## src/rtl/cv32e40p_apu_responder.sv

```systemverilog
// Shared-unit side of the APU request/response interface.
// Simple integer ops run through a LAT-deep shift register whose last stage is
// the response register. DIVU runs on an iterative restoring divider that loads
// that same response register when it finishes.
// Handshake: a request transfers in any cycle where apu_req_i & apu_gnt_o.
// Each transfer yields exactly one single-cycle apu_rvalid_o pulse, in order.
// The response channel has no back-pressure.
module cv32e40p_apu_responder #(
  parameter int APU_NARGS_CPU    = 3,
  parameter int APU_WOP_CPU      = 6,
  parameter int APU_NDSFLAGS_CPU = 15,
  parameter int APU_NUSFLAGS_CPU = 5,
  parameter int LAT              = 2
) (
  input  logic                                clk,
  input  logic                                rst_n,
  input  logic                                apu_req_i,
  output logic                                apu_gnt_o,
  input  logic [APU_NARGS_CPU-1:0][31:0]      apu_operands_i,
  input  logic [APU_WOP_CPU-1:0]              apu_op_i,
  input  logic [APU_NDSFLAGS_CPU-1:0]         apu_flags_i,
  output logic                                apu_rvalid_o,
  output logic [31:0]                         apu_result_o,
  output logic [APU_NUSFLAGS_CPU-1:0]         apu_rflags_o,
  output logic                                busy_o
);

  localparam logic [APU_WOP_CPU-1:0] OP_ADD   = APU_WOP_CPU'(0);
  localparam logic [APU_WOP_CPU-1:0] OP_SUB   = APU_WOP_CPU'(1);
  localparam logic [APU_WOP_CPU-1:0] OP_MIN   = APU_WOP_CPU'(2);
  localparam logic [APU_WOP_CPU-1:0] OP_MAX   = APU_WOP_CPU'(3);
  localparam logic [APU_WOP_CPU-1:0] OP_MULLO = APU_WOP_CPU'(4);
  localparam logic [APU_WOP_CPU-1:0] OP_DIVU  = APU_WOP_CPU'(5);

  localparam logic [1:0] S_IDLE = 2'd0;
  localparam logic [1:0] S_DIV  = 2'd1;
  localparam logic [1:0] S_DONE = 2'd2;

  // Downstream flags and the third operand are accepted but carry no meaning here.
  logic unused_inputs;
  assign unused_inputs = ^apu_flags_i ^ ^apu_operands_i;

  logic [1:0]  state_q, state_d;
  logic [31:0] rem_q, rem_d;
  logic [31:0] dvd_q, dvd_d;   // dividend shifts out at the top, quotient bits enter at the bottom
  logic [31:0] dvs_q, dvs_d;
  logic [4:0]  cnt_q, cnt_d;
  logic        dz_q, dz_d;

  logic [LAT-1:0]              pv_q, pv_d;
  logic [31:0]                 pr_q [LAT];
  logic [31:0]                 pr_d [LAT];
  logic [APU_NUSFLAGS_CPU-1:0] pf_q [LAT];
  logic [APU_NUSFLAGS_CPU-1:0] pf_d [LAT];

  logic [31:0]                 op_a, op_b, sum, dif, c_res;
  logic [APU_NUSFLAGS_CPU-1:0] c_flg;
  logic                        issue_v, div_fin;
  logic [32:0]                 rem_sh, rem_sub;
  logic [31:0]                 div_q_final;

  // A DIVU must wait for an empty pipeline so the two result sources never collide.
  assign apu_gnt_o = apu_req_i & rst_n & (state_q == S_IDLE) &
                     ((apu_op_i != OP_DIVU) | ~(|pv_q));
  assign issue_v   = apu_gnt_o & (apu_op_i != OP_DIVU);
  assign div_fin   = (state_q == S_DIV) && (cnt_q == 5'd31);
  assign busy_o    = (|pv_q) | (state_q != S_IDLE);

  assign apu_rvalid_o = pv_q[LAT-1];
  assign apu_result_o = pr_q[LAT-1];
  assign apu_rflags_o = pf_q[LAT-1];

  // Single-cycle ALU for the pipelined ops; flags {NV, DZ, OF, 0, 0}.
  always_comb begin
    op_a  = apu_operands_i[0];
    op_b  = apu_operands_i[1];
    sum   = op_a + op_b;
    dif   = op_a - op_b;
    c_res = '0;
    c_flg = '0;
    case (apu_op_i)
      OP_ADD: begin
        c_res    = sum;
        c_flg[2] = (op_a[31] == op_b[31]) && (sum[31] != op_a[31]);
      end
      OP_SUB: begin
        c_res    = dif;
        c_flg[2] = (op_a[31] != op_b[31]) && (dif[31] != op_a[31]);
      end
      OP_MIN:   c_res = ($signed(op_a) < $signed(op_b)) ? op_a : op_b;
      OP_MAX:   c_res = ($signed(op_a) > $signed(op_b)) ? op_a : op_b;
      OP_MULLO: c_res = op_a * op_b;
      default:  c_flg[4] = 1'b1;
    endcase
  end

  // One restoring-division step per cycle, plus the IDLE/DIV/DONE sequencing.
  always_comb begin
    state_d     = state_q;
    rem_d       = rem_q;
    dvd_d       = dvd_q;
    dvs_d       = dvs_q;
    cnt_d       = cnt_q;
    dz_d        = dz_q;
    rem_sh      = {rem_q, dvd_q[31]};
    rem_sub     = rem_sh - {1'b0, dvs_q};
    div_q_final = '0;
    case (state_q)
      S_IDLE: begin
        if (apu_gnt_o && (apu_op_i == OP_DIVU)) begin
          state_d = S_DIV;
          rem_d   = '0;
          dvd_d   = op_a;
          dvs_d   = op_b;
          cnt_d   = '0;
          dz_d    = (op_b == 32'd0);
        end
      end
      S_DIV: begin
        if (!rem_sub[32]) begin
          rem_d = rem_sub[31:0];
          dvd_d = {dvd_q[30:0], 1'b1};
        end else begin
          rem_d = rem_sh[31:0];
          dvd_d = {dvd_q[30:0], 1'b0};
        end
        cnt_d = cnt_q + 5'd1;
        if (div_fin) state_d = S_DONE;
      end
      S_DONE:  state_d = S_IDLE;
      default: state_d = S_IDLE;
    endcase
    div_q_final = dz_q ? 32'hFFFF_FFFF : dvd_d;
  end

  // Shift register advance; the last stage holds its data while no valid arrives.
  always_comb begin
    pv_d = '0;
    for (int k = 0; k < LAT; k++) begin
      pr_d[k] = pr_q[k];
      pf_d[k] = pf_q[k];
    end
    pv_d[0] = issue_v;
    if ((LAT > 1) || issue_v) begin
      pr_d[0] = c_res;
      pf_d[0] = c_flg;
    end
    for (int k = 1; k < LAT; k++) begin
      pv_d[k] = pv_q[k-1];
      if ((k < LAT-1) || pv_q[k-1]) begin
        pr_d[k] = pr_q[k-1];
        pf_d[k] = pf_q[k-1];
      end
    end
    if (div_fin) begin
      pv_d[LAT-1]    = 1'b1;
      pr_d[LAT-1]    = div_q_final;
      pf_d[LAT-1]    = '0;
      pf_d[LAT-1][3] = dz_q;
    end
  end

  // State registers; reset discards everything in flight.
  always_ff @(posedge clk) begin
    if (!rst_n) begin
      state_q <= S_IDLE;
      rem_q   <= '0;
      dvd_q   <= '0;
      dvs_q   <= '0;
      cnt_q   <= '0;
      dz_q    <= 1'b0;
      pv_q    <= '0;
      for (int k = 0; k < LAT; k++) begin
        pr_q[k] <= '0;
        pf_q[k] <= '0;
      end
    end else begin
      state_q <= state_d;
      rem_q   <= rem_d;
      dvd_q   <= dvd_d;
      dvs_q   <= dvs_d;
      cnt_q   <= cnt_d;
      dz_q    <= dz_d;
      pv_q    <= pv_d;
      for (int k = 0; k < LAT; k++) begin
        pr_q[k] <= pr_d[k];
        pf_q[k] <= pf_d[k];
      end
    end
  end

endmodule

```

## config.mk

```make
export PLATFORM = sky130hd
export DESIGN_NAME = cv32e40p_apu_responder
export DESIGN_NICKNAME = d
export VERILOG_FILES = /design/src/rtl/cv32e40p_apu_responder.sv
export SDC_FILE = /design/constraint.sdc
export NUM_CORES = 2
export LEC_CHECK = 0
export ABC_AREA = 1
export CAP_MARGIN = 20
export CORE_MARGIN = 2
export CORE_UTILIZATION = 40
export DETAILED_ROUTE_END_ITERATION = 16
export DONT_BUFFER_PORTS = 1
export SYNTH_ARGS = -nofsm -noshare
export SYNTH_HDL_FRONTEND = slang
export SYNTH_SLANG_ARGS = --single-unit
```

## constraint.sdc

```tcl
create_clock -name clk -period 12.97 [get_ports clk]
set_input_delay 3.891 -clock clk [delete_from_list [all_inputs] [get_ports clk]]
set_output_delay 3.891 -clock clk [all_outputs]
set_load 0.01 [all_outputs]
```

# --- Word-level counts from Yosys, hierarchy flattened ---
# Memory sizes are Yosys's and may differ from the RTL's.
# Index checks and enable logic that the tools add are counted.
word_totals:
  ff_bits: 106
  ram_bits: 74
  inputBits: 120
  output_inout_bits: 40
  elab_cells: 83
  memories: 2
classes:
  addsub: 4
  mul: 1
  n_lt_le_gt_ge: 2
  eq_ne: 14
  muxes: 28
  n_bitwise: 11
  reduce_logical: 14
memory_table:
  columns: ["name", "depth", "width", "rd", "rd_clocked_by_memory_dff", "write_ports", "line_no", "text"]
  rows:
  - ["pr_q", 2, 32, 2, 0, 2, "51", "logic [31:0] pr_q [LAT];"]
  - ["pf_q", 2, 5, 2, 0, 2, "53", "logic [APU_NUSFLAGS_CPU-1:0] pf_q [LAT];"]
op_table:
  columns: ["cell", "n"]
  rows:
  - ["2-to-1 mux 32 bit", 10]
  - ["case mux 32 bit (5 select lines)", 1]
  - ["case mux 32 bit (2 select lines)", 2]
  - ["subtractor 33 x 32 -> 33 bit", 1]
  - ["adder 32 bit", 1]
  - ["greater-than comparator 32 bit", 1]
  - ["zero test 32 bit", 1]
  - ["< comparator 32 bit", 1]
  - ["multiplier 32 x 32 -> 32 bit", 1]
  - ["subtractor 32 bit", 1]
  - ["2-to-1 mux 5 bit", 5]
  - ["== test 6 x 2 -> 1 bit (second input constant)", 2]
  - ["== test 6 x 3 -> 1 bit (second input constant)", 2]
  - ["case mux 5 bit (2 select lines)", 1]
  - ["== test 6 x 1 -> 1 bit (second input constant)", 1]
  - ["zero test 6 bit", 1]
  - ["inequality test 6 x 3 -> 1 bit (second input constant)", 1]
  - ["bitwise OR 1 bit", 6]
  - ["AND reduction 2 bit", 3]
  - ["adder 5 x 1 -> 5 bit (second input constant)", 1]
  - ["== test 5 bit (second input constant)", 1]
  - ["2-to-1 mux 1 bit", 5]
  - ["OR reduction 5 bit", 1]
  - ["AND 1 bit", 4]
  - ["13 further kinds", 20]

# --- Depth between registers and ports, before layout ---
logic_depth:
  ltp_word: 10
  mapped_depth: 36
  mapped_depth_nobuf: 34

# --- Least setup slack after synthesis ---
# Ideal clock, no wire load.
synth_timing:
  path_type: "input-to-reg"
  start: "in apu_operands_i[38] (netlist name)"
  end: "mem pr_q[0][31]"
  setup_time_ns: 0.136
  arrival_ns: 9.896
  t_required_ns: 12.834
  slack_ns: 2.938
  path_stages: 27
  n_path_buf: 2
  path_cell_list: "clkbuf_1 clkbuf_1 nand2_1 inv_1 fa_1 fa_1 fa_1 inv_1 fa_1 inv_1 fa_1 inv_1 fa_1 inv_1 fa_1 fa_1 ha_1 a21oi_1 o21ai_0 a21oi_1 nand3_1 nand2_1 o211ai_1 a21oi_1 nand3_1 nand3_1 a21oi_1"
synth_rtl:
  columns: ["element", "line_no", "text"]
  rows:
  - ["start: declaration", "19", "input logic [APU_NARGS_CPU-1:0][31:0] apu_operands_i,"]
  - ["end: declaration", "51", null]

==> results.md <==
- Outcome: complete, no violations
- Highest cell delay on the worst timing path: around 0.54 ns
- Fmax achieved: 0.0971 GHz
- Floorplan row count: 101
- Leading cell type in the layout, fill and taps excluded: sky130_fd_sc_hd__nand2_1
- GR met3 Demand/Resource: 3.94%
- Master cell of the clock root buffer: sky130_fd_sc_hd__clkbuf_16
- FF+latch count, synth: around 180
- Start point of the critical path: apu_operands_i[10]
- Most common cell type on the critical path: sky130_fd_sc_hd__fa_1
- Sinks on the clock net: 175
- Least-Margin Pin Slew: 1.01 ns
- Final count of negative-setup-slack endpoints: 0
- Final total negative setup slack: 0 ns
- Area share of the largest cell type after synthesis: between 20% and 30%
- Top post-synthesis cells by area: sky130_fd_sc_hd__fa_1 (27%), sky130_fd_sc_hd__nand2_1 (13%), sky130_fd_sc_hd__inv_1 (13%), sky130_fd_sc_hd__dfxtp_1 (11%), sky130_fd_sc_hd__ha_1 (8.9%)
- Vias in the first global route: approximately 28k
- Wire per inst: 19.8 um
- Library cell occupying the most area in the post-synthesis netlist: sky130_fd_sc_hd__fa_1
- Pre-antenna DRT Iters: 7
- Kind of capture point of the worst setup path: flip-flop
- Wire length of the first global-routing pass: about 160 mm
- IO Port Bufs: 0
- Worst reg2reg path startpoint: state_q[0]
- Last weighted congestion value of the routability-driven placer: 0.992
- Asr flop ratio synth: 0%
- Vias after detailed routing: 28.1k
- Min-delay worst type: flip-flop to flip-flop
- Most used DFF post-synth: sky130_fd_sc_hd__dfxtp_1
- Share of the cycle needed by the critical path after routing: 79.4%
- CTS hold repair buffers: 0
- TritonCTS Buffers: 17
- EDFF count, synth: 0
- Number of different library cells in the post-synthesis netlist: 58
- Die extent in x: 282 um
- Layout net count: 5066
- Vias per cell: 5.24
- Endpoint required time on the critical path: 13.32 ns
- Number of gates resized after cts: 0
- Die boundary height: 282 um
- Share of post-route cells with drive strength above 1: 2.26%
- Layout area overhead: 2.84%
- Capture point of the worst reg-to-reg path: pr_q[0][47]
- Buffers inserted by post-CTS timing repair: 0
- Antenna Nets Post-Route: 0
- CP max stage cell: sky130_fd_sc_hd__fa_1
- Starting density of the core: 40.5%
- Post-synthesis area per instance: around 6.8 um2
- Antenna Diode Count: 0
- Global-route met2 utilization: between 40% and 50%
- Hold Vio Cnt, Final: 0
- TritonCTS clock tree: done
- Area of the mapped netlist: between 0.03 and 0.04 mm2
- DP HPWL: 80.8 mm
- Highest fanout seen on the critical path: 27
- Total I/O pin count: 160
- Sort of element at the start of the critical path: primary input
- Total count of max-transition violations in the final report: 0
- Most used cells in the layout excluding fill and tap cells: sky130_fd_sc_hd__nand2_1 (1099), sky130_fd_sc_hd__inv_1 (1032), sky130_fd_sc_hd__fa_1 (411), sky130_fd_sc_hd__nor2_1 (266), sky130_fd_sc_hd__a21oi_1 (260)
- Shortest clock period the worst path allows after layout: 10.30 ns
- Total Routed Length: 106 mm
- Sequential share of the synthesized area: 11.3%
- CP Class: primary input to flip-flop
- Worst max-slew margin expressed relative to the limit: 32.3%
- Total of max-cap violations: 0
- Warnings from Yosys: 0
- Core Region: 0.0762 mm2
- Timing endpoint of the critical path: pr_q[0][31]
- Layer carrying the most global-route usage: met2
- Initial antenna violation count: 2
- Post-route DRC: 0
- Starting DRT DRC Count: 2350
- Clock input transition at the sequential cells of the worst setup and hold paths: 0.07 ns
- Worst-case clock buffer depth: 2
- Crit path DAT: 10.65 ns
- Maximum number of pins on one net before global-route repair: 87
- Die Outline Area: 0.0794 mm2
- Congestion Overflow GR: 0
- Skew-Pair Late Insertion Delay: 0.45 ns
- Post-synthesis instance total: 4528
- RSZ-0062 raised after global routing: no
- Worst slack on hold paths: 0.467 ns
- R2R cell count: 11
- Met1 Resource Use GR: roughly 36%
- Number of levels in the clock H-tree: 4
- Worst-case register-to-register setup slack: 9.23 ns
- Fin Clk Skew: 0.0152 ns
- Global-route total usage across every layer: between 20 and 30%
## critical path: cells and delay by family
kind	cells	cell delay [ns]
compound gates	6	1.40
fa+ha+maj	10	4.35
buf+inv	5	0.43
simple gates	4	0.54
## cell type report
cell class | instances | area (um2)
sequential | 175 | 3500
fill | 8125 | 44500
timing repair buffer | 12 | 118
inverter | 1040 | 3900
tap | 1030 | 1290
clock inverter | 13 | 131
multi-input combinational | 3069 | 22400
clock buffer | 18 | 429
## worst min path at each step
stage / start / end / slack, ns / depth (start not counted)
detailed placement: cnt_q[3] / cnt_q[3] / 0.46 / 2
global placement: cnt_q[3] / cnt_q[3] / 0.45 / 2
CTS: cnt_q[3] / cnt_q[3] / 0.47 / 2
floorplan: pr_q[0][32] / pr_q[0][32] / 0.43 / 2
global route: rem_q[9] / rem_q[9] / 0.50 / 2
finish: cnt_q[3] / cnt_q[3] / 0.47 / 2
## routing by layer
| layer | routed length (um) | share of wire (%) | vias up |
|---|---|---|---|
| li1 | - | - | 13400 |
| met1 | 46000 | 43 | 13600 |
| met2 | 49100 | 46 | 923 |
| met3 | 7160 | 6.7 | 187 |
| met4 | 3800 | 3.6 | 4 |
| met5 | 20 | 0.019 | - |
## logic make-up after synthesis
kind of cell	share of synthesized area, %
compound gates	13.1
simple gates	22.4
xor+xnor	1.16
fa+ha+maj	35.6
flops	11.3
other cells	0.0121
mux	0.0648
buf+inv	16.3
## Yosys cell counts (8+ instances only)
library cell,count
sky130_fd_sc_hd__inv_1,1032
sky130_fd_sc_hd__o21ai_0,243
sky130_fd_sc_hd__xor2_1,22
sky130_fd_sc_hd__nand3_1,171
sky130_fd_sc_hd__buf_1,26
sky130_fd_sc_hd__dfxtp_1,175
sky130_fd_sc_hd__nand4_1,42
sky130_fd_sc_hd__a31oi_1,8
sky130_fd_sc_hd__clkbuf_1,145
sky130_fd_sc_hd__nand2_2,8
sky130_fd_sc_hd__a221oi_1,34
sky130_fd_sc_hd__o21ai_1,22
sky130_fd_sc_hd__buf_2,32
sky130_fd_sc_hd__a21oi_1,260
sky130_fd_sc_hd__nor3_1,38
sky130_fd_sc_hd__nand2_1,1100
sky130_fd_sc_hd__buf_4,38
sky130_fd_sc_hd__or2_2,18
sky130_fd_sc_hd__fa_1,411
sky130_fd_sc_hd__a21boi_0,9
sky130_fd_sc_hd__nor2_1,271
sky130_fd_sc_hd__nand3b_1,11
sky130_fd_sc_hd__xnor2_1,19
sky130_fd_sc_hd__a21o_1,17
sky130_fd_sc_hd__ha_1,220
sky130_fd_sc_hd__o211ai_1,54
sky130_fd_sc_hd__o21bai_1,19
## flip-flops by register name, indices dropped and copies added, names as in the netlist
name and flops:
cnt_q 5, dvd_q 32, dvs_q 32, dz_q 1, pf_q 5, pr_q 64, pv_q 2, rem_q 32
state_q 2
## per-stage QoR
step,instance area (um2),setup WS (ns),std cells,utilization [%]
after global routing,31800,2.50,5357,41.7
after CTS,31700,2.77,5355,41.6
final,31800,2.67,5357,41.7
after detailed placement,31100,2.32,5324,40.9
after global placement,31100,2.36,5324,40.9
after floorplan,30900,2.94,4529,-
Power is left out: the tool's default activity adds up to more than one toggle a clock period on the data nets, which glitch-free logic cannot reach.
